**config.mk**
```make
export PLATFORM = sky130hd
export DESIGN_NAME = life_window_gen
export DESIGN_NICKNAME = d
export VERILOG_FILES = /design/src/rtl/life_window_gen.sv
export SDC_FILE = /design/constraint.sdc
export NUM_CORES = 1
export LEC_CHECK = 0
export BUFFER_PORTS_ARGS = -buffer_cell sky130_fd_sc_hd__buf_2
export CAP_MARGIN = 20
export CORE_ASPECT_RATIO = 1.4
export CORE_MARGIN = 10
export CORE_UTILIZATION = 55
export DETAILED_ROUTE_END_ITERATION = 8
export PLACE_DENSITY = 0.76
export SLEW_MARGIN = 20
export SYNTH_ARGS = -nofsm -noshare
export SYNTH_HDL_FRONTEND = slang
export SYNTH_SLANG_ARGS = --single-unit
```
**constraint.sdc**
```tcl
create_clock -name clk -period 2.5 [get_ports clk]
set_input_delay 0.5 -clock clk [delete_from_list [all_inputs] [get_ports clk]]
set_output_delay 0.5 -clock clk [all_outputs]
set_load 0.02 [all_outputs]
```
**src/rtl/life_window_gen.sv**
```systemverilog
// life_window_gen: streaming 3x3 Game-of-Life neighbourhood generator, one raster-order cell per input handshake.
// Latency: the window for cell j is registered on the edge that accepts cell j+WIDTH+1; the last WIDTH+1 windows are flushed in DRAIN.
// Backpressure: in_ready is high only while the output register is free or being consumed, and is held low throughout DRAIN.
// Optional feature macro LIFE_WIN_SOF_EN: adds in_sof, which restarts the frame at cell (0,0) on any accepted input.
module life_window_gen #(
  parameter int WIDTH  = 16,
  parameter int HEIGHT = 16,
  parameter int CW     = $clog2(WIDTH),
  parameter int RW     = $clog2(HEIGHT)
) (
  input  logic          clk,
  input  logic          rst_n,
  input  logic          in_valid,
  output logic          in_ready,
  input  logic          in_cell,
`ifdef LIFE_WIN_SOF_EN
  input  logic          in_sof,
`endif
  output logic          out_valid,
  input  logic          out_ready,
  output logic          Tl,
  output logic          T,
  output logic          Tr,
  output logic          L,
  output logic          R,
  output logic          Bl,
  output logic          B,
  output logic          Br,
  output logic          C,
  output logic [CW-1:0] out_x,
  output logic [RW-1:0] out_y,
  output logic          out_last
);

  // History depth: the window of cell j spans cells j-WIDTH-1 .. j+WIDTH+1.
  // The newest of those (Br) is the cell arriving this cycle, so only
  // 2*WIDTH+2 past cells need to be kept.
  localparam int SRW = 2 * WIDTH + 2;
  localparam logic [CW-1:0] X_LAST = CW'(WIDTH - 1);
  localparam logic [RW-1:0] Y_LAST = RW'(HEIGHT - 1);

  typedef enum logic [1:0] {
    FILL  = 2'd0,
    RUN   = 2'd1,
    DRAIN = 2'd2
  } state_t;

  state_t state, state_nxt;

  // sr[i] holds the cell accepted i+1 handshakes ago (sr[0] = previous cell)
  logic [SRW-1:0] sr;

  // Position of the next input cell and of the next window to be loaded
  logic [CW-1:0] ix, nx;
  logic [RW-1:0] iy, ny;

  logic in_acc, out_hs, sof_hit;
  logic load_run, load_drain, load, drain_done;
  logic in_is_lag, in_is_last;

  logic first_col, last_col, top_row, bot_row, new_cell;
  logic w_tl, w_t, w_tr, w_l, w_c, w_r, w_bl, w_b, w_br;

  // Input index D-1 = WIDTH is cell (0,1); input N-1 is the bottom-right cell
  assign in_is_lag  = (ix == '0) && (iy == RW'(1));
  assign in_is_last = (ix == X_LAST) && (iy == Y_LAST);
  assign load       = load_run || load_drain;

  // State register
  always_ff @(posedge clk or negedge rst_n) begin
    if (!rst_n) begin
      state <= FILL;
    end else begin
      state <= state_nxt;
    end
  end

  // Next-state logic: FILL collects the lag, RUN streams, DRAIN flushes the bottom rows
  always_comb begin
    state_nxt = state;
    unique case (state)
      FILL:    if (in_acc && in_is_lag)  state_nxt = RUN;
      RUN:     if (in_acc && in_is_last) state_nxt = DRAIN;
      DRAIN:   if (drain_done)           state_nxt = FILL;
      default:                           state_nxt = FILL;
    endcase
    // An explicit start-of-frame always restarts collection
    if (sof_hit) state_nxt = FILL;
  end

  // FSM outputs: handshake qualifiers and window-load strobes
  always_comb begin
    in_ready   = (state != DRAIN) && (!out_valid || out_ready);
    in_acc     = in_valid && in_ready;
    out_hs     = out_valid && out_ready;
`ifdef LIFE_WIN_SOF_EN
    sof_hit    = in_acc && in_sof;
`else
    sof_hit    = 1'b0;
`endif
    load_run   = in_acc && (state == RUN) && !sof_hit;
    // In DRAIN the output register refills whenever it is free, until the
    // last window of the frame has been loaded (out_last then stays high)
    load_drain = (state == DRAIN) && (!out_valid || out_ready) && !out_last;
    drain_done = (state == DRAIN) && out_hs && out_last;
  end

  // Window assembly for the cell at (nx,ny) from history plus the arriving cell, with border masking
  always_comb begin
    first_col = (nx == '0);
    last_col  = (nx == X_LAST);
    top_row   = (ny == '0);
    bot_row   = (ny == Y_LAST);
    // Positions beyond the end of the frame are dead cells
    new_cell  = (state == DRAIN) ? 1'b0 : in_cell;

    w_tl = sr[2*WIDTH+1] & ~top_row & ~first_col;
    w_t  = sr[2*WIDTH]   & ~top_row;
    w_tr = sr[2*WIDTH-1] & ~top_row & ~last_col;
    w_l  = sr[WIDTH+1]   & ~first_col;
    w_c  = sr[WIDTH];
    w_r  = sr[WIDTH-1]   & ~last_col;
    w_bl = sr[1]         & ~bot_row & ~first_col;
    w_b  = sr[0]         & ~bot_row;
    w_br = new_cell      & ~bot_row & ~last_col;
  end

  // Cell history and input position: shift on every accepted cell, shift in a dead cell per drain step
  always_ff @(posedge clk or negedge rst_n) begin
    if (!rst_n) begin
      sr <= '0;
      ix <= '0;
      iy <= '0;
    end else if (sof_hit) begin
      // The start-of-frame cell becomes cell (0,0); older history is discarded
      sr <= {{(SRW-1){1'b0}}, in_cell};
      ix <= CW'(1);
      iy <= '0;
    end else begin
      if (in_acc) begin
        sr <= {sr[SRW-2:0], in_cell};
        // Wraps to (0,0) after the last cell, ready for the next frame
        if (ix == X_LAST) begin
          ix <= '0;
          iy <= (iy == Y_LAST) ? '0 : iy + RW'(1);
        end else begin
          ix <= ix + CW'(1);
        end
      end else if (load_drain) begin
        sr <= {sr[SRW-2:0], 1'b0};
      end
    end
  end

  // Output register and next-window position; contents hold while out_valid && !out_ready
  always_ff @(posedge clk or negedge rst_n) begin
    if (!rst_n) begin
      out_valid <= 1'b0;
      Tl        <= 1'b0;
      T         <= 1'b0;
      Tr        <= 1'b0;
      L         <= 1'b0;
      C         <= 1'b0;
      R         <= 1'b0;
      Bl        <= 1'b0;
      B         <= 1'b0;
      Br        <= 1'b0;
      out_x     <= '0;
      out_y     <= '0;
      out_last  <= 1'b0;
      nx        <= '0;
      ny        <= '0;
    end else if (sof_hit) begin
      // A pending window belongs to the abandoned frame
      out_valid <= 1'b0;
      nx        <= '0;
      ny        <= '0;
    end else if (load) begin
      out_valid <= 1'b1;
      Tl        <= w_tl;
      T         <= w_t;
      Tr        <= w_tr;
      L         <= w_l;
      C         <= w_c;
      R         <= w_r;
      Bl        <= w_bl;
      B         <= w_b;
      Br        <= w_br;
      out_x     <= nx;
      out_y     <= ny;
      out_last  <= last_col && bot_row;
      // Wraps to (0,0) after the last window of the frame
      if (nx == X_LAST) begin
        nx <= '0;
        ny <= (ny == Y_LAST) ? '0 : ny + RW'(1);
      end else begin
        nx <= nx + CW'(1);
      end
    end else if (out_hs) begin
      out_valid <= 1'b0;
    end
  end

endmodule
```
# Yosys cells after proc, flatten, opt, wreduce, memory -nomap -nowiden
# Index checks and enable logic that the tools add are counted.
# totals
register_bits,71
# classes
n_addsub,4
eq_ne,11
n_mux,13
bitwise,16
reduce_logical,26
# ops
operator,n
$mux W34,2
$add A4 B1 Y4 const B,4
$eq A4 B4 Y1 const B,4
$mux W4,4
$logic_and A1 B1 Y1,13
$and A1 B1 Y1,12
$logic_not A4 Y1,3
$ne A2 B2 Y1 const B,4
$mux W2,3
$pmux W2 S3,1
$eq A4 B1 Y1 const B,1
$not A1 Y1,4
$reduce_and A2 Y1,2
$reduce_bool A2 Y1,2
$mux W1,3
$reduce_and A3 Y1,1
$eq A2 B1 Y1 const B,1
$eq A2 B2 Y1 const B,1
$logic_not A1 Y1,2
$logic_not A2 Y1,1
$logic_or A1 B1 Y1,2

# Longest topological paths before layout
# logic_depth
word_depth,7
depth_mapped,6

# Least setup slack after synthesis
# Ideal clock, no wire load.
# synth_timing
path_type,register -> register
startpoint,reg state[0]
endpoint,reg sr[15]
setup_time_ns,0.125
t_arrival_ns,1.495
setup_slack_ns,0.880
path_stages_with_launch,6
path_buffers,1
period_less_slack_ns,1.620
cell_sequence,dfrtp_1 > nand2b_4 > and2_1 > o21ai_4 > buf_4 > mux2_2
# synth_via
elab_chain_len,4
word_cells_on_any_way,8
cone_classes,eq/ne: 2; mux: 1; reduce/logical: 5
# synth_rtl
item,line_no,rtl
start: declaration,48,"state_t state, state_nxt;"
start signal: assignment,74,state <= state_nxt;
$ne A2 B2 Y1 or $eq A2 B2 Y1 (tied branches),"93, 104",
$logic_and A1 B1 Y1 (on tied branches),"93, 104",
$logic_and A1 B1 Y1 (on tied branches),"94, 104",
$mux W34 or $reduce_bool A2 Y1 (tied branches),n/a,
end signal: assignment,136,"sr <= {{(SRW-1){1'b0}}, in_cell};"
end signal: assignment,141,"sr <= {sr[SRW-2:0], in_cell};"
end signal: assignment,150,"sr <= {sr[SRW-2:0], 1'b0};"
end: declaration,51,logic [SRW-1:0] sr;
# Parallel ways exist; a longest one is shown, timed or not.
# A chain may end at the register's enable or synchronous reset.

# Final worst setup path
# layout_timing
startpoint,reg state[0]
endpoint,reg sr[18]
# Same word-level chain as after synthesis.

==> results.ini <==
[status]
outcome=completed

[hold_path]
hp-class=in -> async

[cts]
cts_resized=0
clk_path_buf_depth=2
clk_pin_slew_ns=0.07
htree_levels=3
cts_tree=yes
post_cts_buffers=0
cts_hold_buf=0
insertion_delay_ns=0.34
cts-buffers-inserted=9
root_buffer=clkbuf_8
numClockSinks=71

[die]
die_area_um2=8898
die_h_um=107.7
core_area_um2=5236
ios=25
row_count=31
initial_core_util_pct=57.68
die_w_um=82.63

[yosys]
synth_area_um2=3020
syn_inst=245
synth_nets=258
synth.ff_latch_count=71
ys_types=37
yosys_warnings=0
avgSynthCellArea_um2=12.33
ys_seq_area_share_pct=58.82

[finish]
syn2layout_area_growth_pct=11.31
seqCellArea_um2=1777
drive_gt1_share_pct=29.14
instances_no_fill=344
nFillCells=413
nets=287
multi_input_area_um2=1152
antenna_cells=0

[power]
power.switching_mw=1.023
swShare_pct=31.39
internal-power_mw=2.235
seqPwrFrac_pct=52.6
p_leak_nw=1.619
pwr-share-clk_pct=23.3
power.density_nw_per_um2=969.2
power_mw=3.258
comb_power_share_pct=24.0
ir_drop_uv=554.3

[worst_setup_path]
path_delay_family=compound AO/OA/AOI/OAI gates
max_stage_delay_ns=0.77
r2r-start=state[0]
worst-setup-path-type=reg -> reg
cp.buffers_inverters=0
endpoint=sr[18]
r2r_cells=4
path_max_fanout=34
crit_slowest_cell=o21ai_4
worstSetupEndpointType=flop
arrival_ns=2.37
worstPathRequired_ns=2.72
startpoint_type=flop
r2r-end=sr[18]
path_depth=4
path_cells=nand2b_4 > and2_1 > o21ai_4 > mux2_2
reg2reg_setup_slack_ns=0.35
timing.critical_path.from=state[0]

[routing]
wirelength_um=4860
vias=1824
antenna_left=0
drt_pass1_iterations=4
via_per_inst=5.302
drc=0
wire_per_inst_um=14.13
drt_iter0_drc=148

[sta]
fin_hold_ws_ns=0.1686
finalSetupViolCount=0
slew_headroom_pct=33.21
rsz0062_at_grt=false
report.final.hold_viol_count=0
period_minus_slack_ns=2.151
skew_ns=0.006861
fmax_ghz=0.4649
finalCritPeriodShare_pct=86.03
worst_pin_slew_ns=0.9981
final.setup.tns_ns=0
postLayoutSetupSlackWorst_ns=0.3492
maxSlewViolCount=0

[place]
hpwl_um=3363
port_buffers=24
gp_congestion=0.7451
dp_slack_ns=0.3657
place_inst=329

[global_routing]
antenna_found_initial=0
grt_max_degree=72
track_usage_pct=11.99
gr-total-overflow=0
grt_pass1_vias=1737
grt_pass1_wl_um=8204

[flow_run]
cap_violations=0

==> cells by family (layout without fill, tap and decap cells) <==
kind of cell	after synthesis	in the layout	share of synthesized area (%)
flip-flops	71	71	58.82
AND/OR/NAND/NOR	67	67	11.31
multiplexers	40	40	14.87
AO/OA/AOI/OAI	36	36	7.499
buffers and inverters	19	52	3.024
adder cells (fa/ha/maj)	8	8	3.314
XOR/XNOR	4	4	1.160
==> synth_stat cells, drive strengths merged <==
cell type	n	area (um2)
dfrtp	71	1777
mux2	39	439.2
nand2	33	123.9
o21ai	26	145.2
inv	10	37.54
nand3	9	45.04
ha	8	100.1
nor2	6	22.52
buf	5	38.78
clkbuf	4	15.01
and2	3	18.77
nand2b	3	26.27
nand4	3	18.77
o41ai	3	33.79
xnor2	3	26.28
a21oi	2	10.01
and3	2	12.51
nand4b	2	17.52
o31ai	2	15.01
a21o	1	7.510
a22o	1	8.760
and3b	1	8.760
and4	1	8.760
mux2i	1	10.01
nor2b	1	6.260
nor3	1	5.000
nor3b	1	18.77
nor4b	1	8.760
o22ai	1	6.260
xor2	1	8.760
==> worst min-delay path by stage <==
stage,startpoint,endpoint,slack (ns),cells after the start
floorplan,rst_n,B,0.20,0
global placement,T,T,0.46,2
detailed placement,B,B,0.47,2
CTS,rst_n,out_y[3],0.18,2
global route,rst_n,out_x[0],0.19,2
finish,rst_n,out_x[3],0.17,2
==> layout by cell type (no fill, tap or decap), types with 2 or more instances in the layout <==
cell type and n:
dfrtp_1 71, mux2_2 38, nand2_1 33, o21ai_0 24
buf_2 24, inv_1 10, clkbuf_8 10, nand3_1 9
ha_1 8, nor2_1 6, clkbuf_1 4, and2_1 3
xnor2_1 3, nand4_1 3, nand2b_1 2, and3_1 2
nand4b_1 2, o31ai_1 2, a21oi_1 2, o41ai_1 2
buf_4 2
==> state kept, by name, indices dropped and copies added (netlist names) <==
register / flops
B: 1
Bl: 1
Br: 1
C: 1
L: 1
R: 1
T: 1
Tl: 1
Tr: 1
ix: 4
iy: 4
nx: 4
ny: 4
out_last: 1
out_valid: 1
out_x: 4
out_y: 4
sr: 34
state: 2
==> area by class of cell <==
type                       instances  area share [%]
clock inverter                     1          0.1489
inverter                          10           1.116
tap                               66           2.456
sequential                        71           52.85
timing repair buffer              27           4.615
multi-input combinational        155           34.28
clock buffer                      14           4.540
==> power by group through the flow <==
| stage | Sequential [mW] | Clock, mW | Combinational [mW] |
|---|---|---|---|
| 2_1_floorplan | 1.78 | 0 | 0.496 |
| 3_3_place_gp | 1.72 | 0 | 0.768 |
| 3_5_place_dp | 1.74 | 0 | 0.799 |
| 4_1_cts | 1.72 | 0.781 | 0.803 |
| 5_1_grt | 1.77 | 0.840 | 0.890 |
| 6_report | 1.72 | 0.760 | 0.784 |
==> per-layer routing <==
| metal | up-vias | global-route usage (%) | part of all wire (%) |
|---|---|---|---|
| met3 | 9 | 5.100 | 7.0 |
| met2 | 31 | 17.06 | 46 |
| met4 | 0 | 5.755 | 2.0 |
| met1 | 882 | 15.22 | 45 |
| met5 | - | 0 | 0 |
| li1 | 902 | - | - |
==> worst register-to-register path: stages (launching register included) <==
cell      delay, ns
dfrtp_1        0.44
nand2b_4       0.19
and2_1         0.19
o21ai_4        0.77
mux2_2         0.44
==> stage by stage <==
stage	cell area [um2]	util, %
after floorplan	3020	-
after global placement	3204	61.19
after detailed placement	3204	61.19
after CTS	3362	64.21
after global routing	3362	64.21
final	3362	64.21
(Power assumes the default switching activity.)
